$ cat config.mk
export PLATFORM = sky130hd
export DESIGN_NAME = argo_chan_recv
export DESIGN_NICKNAME = d
export VERILOG_FILES = /design/src/rtl/argo_chan_recv.sv
export SDC_FILE = /design/constraint.sdc
export NUM_CORES = 1
export LEC_CHECK = 0
export CORE_MARGIN = 2
export CORE_UTILIZATION = 45
export CTS_CLUSTER_SIZE = 30
export DETAILED_ROUTE_END_ITERATION = 7
export GPL_ROUTABILITY_DRIVEN = 0
export GPL_TIMING_DRIVEN = 0
export PLACE_DENSITY = 0.77
export SLEW_MARGIN = 0
export SYNTH_ARGS = -nofsm -noshare
export SYNTH_HDL_FRONTEND = slang
export SYNTH_SLANG_ARGS = --single-unit
$ cat constraint.sdc
create_clock -name clk -period 2.5 [get_ports clk]
set_clock_uncertainty 0.1 [all_clocks]
set_input_delay 0.75 -clock clk [delete_from_list [all_inputs] [get_ports clk]]
set_output_delay 0.75 -clock clk [all_outputs]
set_load 0.005 [all_outputs]
$ cat src/rtl/argo_chan_recv.sv
// argo_chan_recv: receive endpoint for an Argo channel.
// Turns a process's blocking receive (v := <-ch) or non-blocking receive
// (select with default) into single pops from the read side of an argo_fifo.
// It blocks while the channel is empty, holds the received value stable for
// the process datapath, and keeps receive / blocked-cycle statistics.
//
// Ports:
//   clk            single clock, rising edge
//   rst            asynchronous active-low reset
//   recv_req       receive request level, held until recv_done
//   recv_nb        non-blocking flag, sampled with recv_req in IDLE
//   recv_done      one-cycle completion pulse
//   recv_ok        1: data received, 0: non-blocking receive found channel empty
//   recv_data      last received value, held until the next successful receive
//   blocked        high while waiting on an empty channel
//   fifo_empty     argo_fifo.empty
//   fifo_rd_en     argo_fifo.rd_en, one-cycle pop pulse
//   fifo_rd_data   argo_fifo.rd_data, valid the cycle after fifo_rd_en
//   recv_count     successful receives, wraps
//   blocked_cycles cycles spent waiting, saturates
module argo_chan_recv #(
    parameter int unsigned DATA_WIDTH = 32,
    parameter int unsigned CNT_WIDTH  = 32
) (
    input  logic                  clk,
    input  logic                  rst,
    input  logic                  recv_req,
    input  logic                  recv_nb,
    output logic                  recv_done,
    output logic                  recv_ok,
    output logic [DATA_WIDTH-1:0] recv_data,
    output logic                  blocked,
    input  logic                  fifo_empty,
    output logic                  fifo_rd_en,
    input  logic [DATA_WIDTH-1:0] fifo_rd_data,
    output logic [CNT_WIDTH-1:0]  recv_count,
    output logic [CNT_WIDTH-1:0]  blocked_cycles
);

    localparam logic [CNT_WIDTH-1:0] CNT_MAX = {CNT_WIDTH{1'b1}};

    typedef enum logic [2:0] {
        IDLE = 3'd0,
        WAIT = 3'd1,
        POP  = 3'd2,
        CAPT = 3'd3,
        DONE = 3'd4
    } state_t;

    state_t state_q;
    state_t state_d;

    // Next-state logic. Once POP is reached recv_req is ignored so a popped
    // element always reaches recv_data.
    always_comb begin
        state_d = state_q;
        case (state_q)
            IDLE: begin
                if (recv_req) begin
                    if (!fifo_empty) begin
                        state_d = POP;
                    end else if (recv_nb) begin
                        state_d = DONE;
                    end else begin
                        state_d = WAIT;
                    end
                end
            end
            WAIT: begin
                if (!recv_req) begin
                    state_d = IDLE;
                end else if (!fifo_empty) begin
                    state_d = POP;
                end
            end
            POP:     state_d = CAPT;
            CAPT:    state_d = DONE;
            DONE:    state_d = IDLE;
            default: state_d = IDLE;
        endcase
    end

    // State register and registered Moore outputs, decoded from the next
    // state so each output is high exactly while the FSM sits in its state.
    always_ff @(posedge clk or negedge rst) begin
        if (!rst) begin
            state_q    <= IDLE;
            fifo_rd_en <= 1'b0;
            blocked    <= 1'b0;
            recv_done  <= 1'b0;
        end else begin
            state_q    <= state_d;
            fifo_rd_en <= (state_d == POP);
            blocked    <= (state_d == WAIT);
            recv_done  <= (state_d == DONE);
        end
    end

    // Result capture: rd_data is valid in CAPT, one cycle after the pop.
    always_ff @(posedge clk or negedge rst) begin
        if (!rst) begin
            recv_ok   <= 1'b0;
            recv_data <= '0;
        end else begin
            if (state_q == CAPT) begin
                recv_ok   <= 1'b1;
                recv_data <= fifo_rd_data;
            end else if ((state_q == IDLE) && (state_d == DONE)) begin
                recv_ok   <= 1'b0;
            end
        end
    end

    // Statistics: receive count wraps, blocked-cycle count saturates.
    always_ff @(posedge clk or negedge rst) begin
        if (!rst) begin
            recv_count     <= '0;
            blocked_cycles <= '0;
        end else begin
            if (state_q == CAPT) begin
                recv_count <= recv_count + CNT_WIDTH'(1);
            end
            if ((state_q == WAIT) && (blocked_cycles != CNT_MAX)) begin
                blocked_cycles <= blocked_cycles + CNT_WIDTH'(1);
            end
        end
    end

endmodule

==> results of run 1 <==
[flip-flops by register name, indices dropped and copies added (netlist names)]
signal          flops
fifo_rd_en          1
recv_done           1
recv_count         32
recv_data          32
blocked_cycles     32
blocked             1
recv_ok             1
state_q             3
[metal layers]
metal	part of all wire	vias up	wire length, µm	track usage
li1	-	1794	-	-
met1	0.44	1797	4647	0.2798
met2	0.49	94	5271	0.3203
met3	0.039	23	414	0.02474
met4	0.032	0	347	0.09905
met5	0	-	0	0
[worst register-to-register path: stages (launching register included)]
cell and delay, ns:
sky130_fd_sc_hd__dfrtp_1 0.42, sky130_fd_sc_hd__ha_1 0.19, sky130_fd_sc_hd__nand3_1 0.22, sky130_fd_sc_hd__nor4b_1 0.64, sky130_fd_sc_hd__a31oi_2 0.30, sky130_fd_sc_hd__nand4_1 0.19, sky130_fd_sc_hd__xnor2_1 0.13
[synth_stat cells (all sizes together)]
library cell  count  area [µm²]
nand2           126       473.0
dfrtp           103        2577
xnor2            39       341.6
nand3            26       135.1
xor2             22       192.7
nand4            20       140.1
nor2             18       75.07
and3             17       107.6
nor3             11       65.06
nor4              9       105.1
and2              7       45.05
buf               7       33.78
inv               7       26.28
and4              6       53.80
clkbuf            6       43.79
a21oi             4       20.02
nor4b             4       47.55
a31oi             2       18.77
ha                2       25.02
nor3b             2       26.28
a41oi             1       8.760
and3b             1       8.760
and4b             1       11.26
mux2              1       11.26
nand3b            1       7.510
nand4b            1       8.760
or3               1       6.260
or3b              1       11.26
[cell type report]
cell class                 count  area, µm²
buffer                        13      77.57
clock buffer                  11      131.4
clock inverter                 5      106.4
fill                         837       3711
inverter                       7      26.28
multi-input combinational    323       1952
sequential                   103       2577
tap                          136      170.2
timing repair buffer         137       1386
[path summary, 6_finish.rpt]
check	to	slack (ns)	cells after the start	from
worst max-delay path	blocked_cycles[19]	0.24	6	blocked_cycles[0]
worst min-delay path	blocked_cycles[31]	0.22	1	rst
worst max register to register	blocked_cycles[19]	0.24	6	blocked_cycles[0]
worst min register to register	recv_count[31]	0.38	1	recv_count[31]
max in group asynchronous	recv_count[29]	1.40	2	rst
min in group clk	recv_count[31]	0.38	1	recv_count[31]
[report_power, final]
part	leakage [nW]	switching (mW)	total, mW	internal [mW]
logic	1.44	0.668	1.59	0.917
clock network	0.114	0.555	1.22	0.668
registers	1.36	0.252	2.28	2.03
[cells by family after synthesis]
kind of cell | count (synthesis) | share of synthesized area
XOR/XNOR | 61 | 0.1155
AND/OR/NAND/NOR | 252 | 0.2869
multiplexers | 1 | 0.002434
flip-flops | 103 | 0.5571
buffers and inverters | 20 | 0.02244
adder cells (fa/ha/maj) | 2 | 0.005407
AO/OA/AOI/OAI | 7 | 0.01028
[through the flow]
stage | instance area (µm²) | worst slack (ns)
final | 6427 | 0.2435
after global routing | 6427 | -0.01420
after CTS | 6421 | 0.1998
after detailed placement | 6183 | 0.2312
after global placement | 6158 | -3.300
after floorplan | 4627 | 0.5714
[timing repair]
action                                  4_1_cts  5_1_grt
endpoints found under the setup margin        0        1
setup buffers                                 0        0
resized for setup                             0        1
==> results.toml, run 1 <==
[flow_run]
drv_cap = 0

[sta]
period_minus_slack_ns = 2.257
drv_slew = 0
min_period_over_period = 0.9026
totalNegativeSetupSlack_ns = 0
finalHoldViolations = 0
timing.slew.headroom = 0.5710
final_count_of_negative_setup_slack_endpoints = 0
worst_slew_pin_slew_ns = 0.6382
fmax_mhz = 443.2
worst_hold_slack_after_final_layout_ns = 0.2174

[clock_network]
post_cts_hold_buffer_count = 0
clock_tree_from_tritoncts = "yes"
clock_path_buffers = 2
tritoncts_num_sinks = 103
root_buffer = "sky130_fd_sc_hd__clkbuf_8"
clk_pin_slew_ns = 0.09
worstSkewPairLatency_ns = 0.36
cts_htree_levels = 3
cts_made_buffers = 9

[synth]
synth.yosys.seq_area_share = 0.5571
mappedNetlistArea_um2 = 4627
synthesis.instances = 446
syn-mean-instance-area_um2 = 10.37
number_of_unique_standard_cell_types_used_by_synthesis = 44
yosysWarnings = 0
synth_seq_cells = 103
syn-num-nets = 485

[grt]
grt_overflow_total = 0
grt_start_max_net_pins = 74
globalRouteTotalUtil = 0.2034
grt_pass1_wl_mm = 18.15
antenna_found_initial = 0
grt_pass1_vias = 3691

[worst_setup_path]
end_kind = "flop"
worst_path_bufs_invs = 0
data_arrival_at_the_endpoint_of_the_critical_path_ns = 2.44
cpLargestDelayFamily = "simple AND/OR/NAND/NOR gates"
crit_path_cell_trace = "ha_1 > nand3_1 > nor4b_1 > a31oi_2 > nand4_1 > xnor2_1"
timing.critical_path.from_type = "flop"
critical-path-slowest-cell = "sky130_fd_sc_hd__nor4b_1"
timing.setup.critical_path_class = "reg2reg"
path_max_fanout = 7
max_stage_delay_ns = 0.64
worst_ep_required_time_ns = 2.68

[die]
ioPinCount = 137
floorplan.die.height_um = 105.4
fp.coreArea_um2 = 10140
num_rows = 37
die-width_um = 105.4
start_util = 0.4564
fp.dieArea_um2 = 11110

[routing]
routed_wire_length_per_instance_um = 14.53
drt_first_pass_iters = 4
drt_first_iter_violations = 166
route.detailed.drc = 0
via_count = 3708
route.antenna.remaining_nets = 0
drt-total-wl_mm = 10.68
detail_route.vias_per_cell = 5.045

[power_and_ir_drop]
vdd_ir_drop_max_uv = 499.3
power.density_nw_per_um2 = 792.3
leakagePower_nw = 2.918
totalPowerFinal_mw = 5.092

[final_layout]
antenna_cells_inserted = 0
most-common-layout-cells = "sky130_fd_sc_hd__clkdlybuf4s50_1, sky130_fd_sc_hd__nand2_1, sky130_fd_sc_hd__dfrtp_1"
layout-drive-gt1-share = 0.07179
instances_no_fill = 735
core_utilization_of_the_finished_layout = 0.6340
areaGrowthSynthToFinish_pct = 38.91
design.final.nets = 633
mostFrequentLayoutCell = "sky130_fd_sc_hd__clkdlybuf4s50_1"

[status]
run_status = "completed"

[place]
io_buffer_count = 136
place_inst = 719
dp_hpwl_mm = 8.051

[min_path]
worstHoldPathType = "in2async"
Power figures use the tool's default switching activity.
==> run 2: changes to the inputs <==
--- a/config.mk
+++ b/config.mk
@@ -12,7 +12,7 @@
 export GPL_ROUTABILITY_DRIVEN = 0
 export GPL_TIMING_DRIVEN = 0
 export PLACE_DENSITY = 0.77
-export SLEW_MARGIN = 0
+export SLEW_MARGIN = 15
 export SYNTH_ARGS = -nofsm -noshare
 export SYNTH_HDL_FRONTEND = slang
 export SYNTH_SLANG_ARGS = --single-unit
==> constraint.sdc (replaced) <==
create_clock -name clk -period 2.5 [get_ports clk]
set_clock_uncertainty 0.1 [all_clocks]
set_input_delay 0.75 -clock clk [delete_from_list [all_inputs] [get_ports clk]]
set_output_delay 0.75 -clock clk [all_outputs]
set_load 0.02 [all_outputs]
==> run 2 against run 1 <==
Net effect: die area unchanged; largest cell class unchanged; sequential cell count unchanged; non-clock buffer count unchanged; critical path type is now reg2out; via count about the same; sequential power about the same; routed wire length increased by 0.11%; critical path depth decreased by 5; core utilization about the same.
==> results.toml, run 2 (synthesized netlist as in run 1, its figures left out) <==
[sta]
finalHoldViolations = 0
min_period_over_period = 0.9408
drv_slew = 0
worst_slew_pin_slew_ns = 0.6382
period_minus_slack_ns = 2.352
worst_hold_slack_after_final_layout_ns = 0.1550
fmax_mhz = 425.2
final_count_of_negative_setup_slack_endpoints = 0
timing.slew.headroom = 0.5710

[routing]
detail_route.vias_per_cell = 5.048
via_count = 3710
route.detailed.drc = 0
routed_wire_length_per_instance_um = 14.55
drt_first_iter_violations = 166
drt-total-wl_mm = 10.69
route.antenna.remaining_nets = 0
drt_first_pass_iters = 4

[min_path]
worstHoldPathType = "in2async"

[worst_setup_path]
timing.setup.critical_path_class = "reg2out"
reg2regPathDepth = 6
timing.critical_path.from_type = "flop"
max_stage_delay_ns = 0.66
path_max_fanout = 6
worst_path_bufs_invs = 1
data_arrival_at_the_endpoint_of_the_critical_path_ns = 1.50
worst_ep_required_time_ns = 1.65
critical-path-slowest-cell = "sky130_fd_sc_hd__clkdlybuf4s50_1"
crit_path_cell_trace = "clkdlybuf4s50_1"
cpLargestDelayFamily = "buffers and inverters"
end_kind = "output pin"
timing.rr.start = "blocked_cycles[0]"
worst_r2r_endpoint = "blocked_cycles[19]"
worst-r2r-setup-slack_ns = 0.24

[die]
fp.coreArea_um2 = 10140
fp.dieArea_um2 = 11110
die-width_um = 105.4
start_util = 0.4564
floorplan.die.height_um = 105.4
ioPinCount = 137
num_rows = 37

[clock_network]
root_buffer = "sky130_fd_sc_hd__clkbuf_8"
clk_pin_slew_ns = 0.09
cts_made_buffers = 9
cts_htree_levels = 3
worstSkewPairLatency_ns = 0.36
tritoncts_num_sinks = 103
cts_setup_buffers = 0
clock_path_buffers = 2
clock_tree_from_tritoncts = "yes"
post_cts.resized_instances = 0
post_cts_hold_buffer_count = 0

[power_and_ir_drop]
totalPowerFinal_mw = 5.494
power.density_nw_per_um2 = 854.3
leakagePower_nw = 2.920
vdd_ir_drop_max_uv = 575.7

[final_layout]
mostFrequentLayoutCell = "sky130_fd_sc_hd__clkdlybuf4s50_1"
layout-drive-gt1-share = 0.07179
most-common-layout-cells = "sky130_fd_sc_hd__clkdlybuf4s50_1, sky130_fd_sc_hd__nand2_1, sky130_fd_sc_hd__dfrtp_1"
areaGrowthSynthToFinish_pct = 38.99
layout.filler_cells = 838
antenna_cells_inserted = 0
design.final.nets = 633
reg.largest.list = "blocked_cycles x32, recv_count x32, recv_data x32"

[grt]
globalRouteTotalUtil = 0.2034
grt_pass1_vias = 3691
grt_overflow_total = 0
antenna_found_initial = 0
grt_pass1_wl_mm = 18.15
grt_start_max_net_pins = 74

[flow_run]
drv_cap = 0

[place]
dp_hpwl_mm = 8.051
io_buffer_count = 136

[status]
run_status = "completed"
[run 2: routing by layer]
metal / track usage / share of wire
met1: 0.2798 / 0.44
met4: 0.09905 / 0.032
met3: 0.02474 / 0.038
met5: 0 / 0
met2: 0.3203 / 0.49
[run 2: where the power goes]
| group | internal (mW) | switching, mW |
|---|---|---|
| clock | 0.668 | 0.555 |
| sequential | 2.03 | 0.252 |
| combinational | 0.923 | 1.06 |
[run 2: worst max path at each step]
| stage | startpoint | slack [ns] | to | cells after the start |
|---|---|---|---|---|
| floorplan | blocked_cycles[0] | 0.44 | blocked_cycles[1] | 6 |
| global placement | rst | -3.30 | recv_data[27] | 1 |
| detailed placement | blocked_cycles[0] | 0.23 | blocked_cycles[1] | 6 |
| CTS | blocked_cycles[12] | 0.13 | blocked_cycles[12] | 1 |
| global route | blocked_cycles[0] | -0.01 | blocked_cycles[19] | 6 |
| finish | blocked_cycles[12] | 0.15 | blocked_cycles[12] | 1 |
[run 2: per-stage QoR]
step / util / cell area (µm²) / setup slack [ns] / instances / setup TNS, ns
2_1_floorplan: - / 4627 / 0.4447 / 446 / 0
3_3_place_gp: 0.6074 / 6158 / -3.300 / 718 / -339.06
3_5_place_dp: 0.6103 / 6187 / 0.2312 / 719 / 0
4_1_cts: 0.6337 / 6425 / 0.1280 / 735 / 0
5_1_grt: 0.6343 / 6431 / -0.01420 / 735 / -0.02707
6_report: 0.6343 / 6431 / 0.1480 / 735 / 0
[run 2: cell type report]
type / count / area, µm² / share of cell area
clock buffers: 11 / 131.4 / 0.02043
inverters: 7 / 26.28 / 0.004086
flip-flops and latches: 103 / 2577 / 0.4008
multi-input cells: 323 / 1952 / 0.3035
well taps: 136 / 170.2 / 0.02646
plain buffers: 13 / 77.57 / 0.01206
repair buffers: 137 / 1390 / 0.2161
clock inverters: 5 / 106.4 / 0.01654
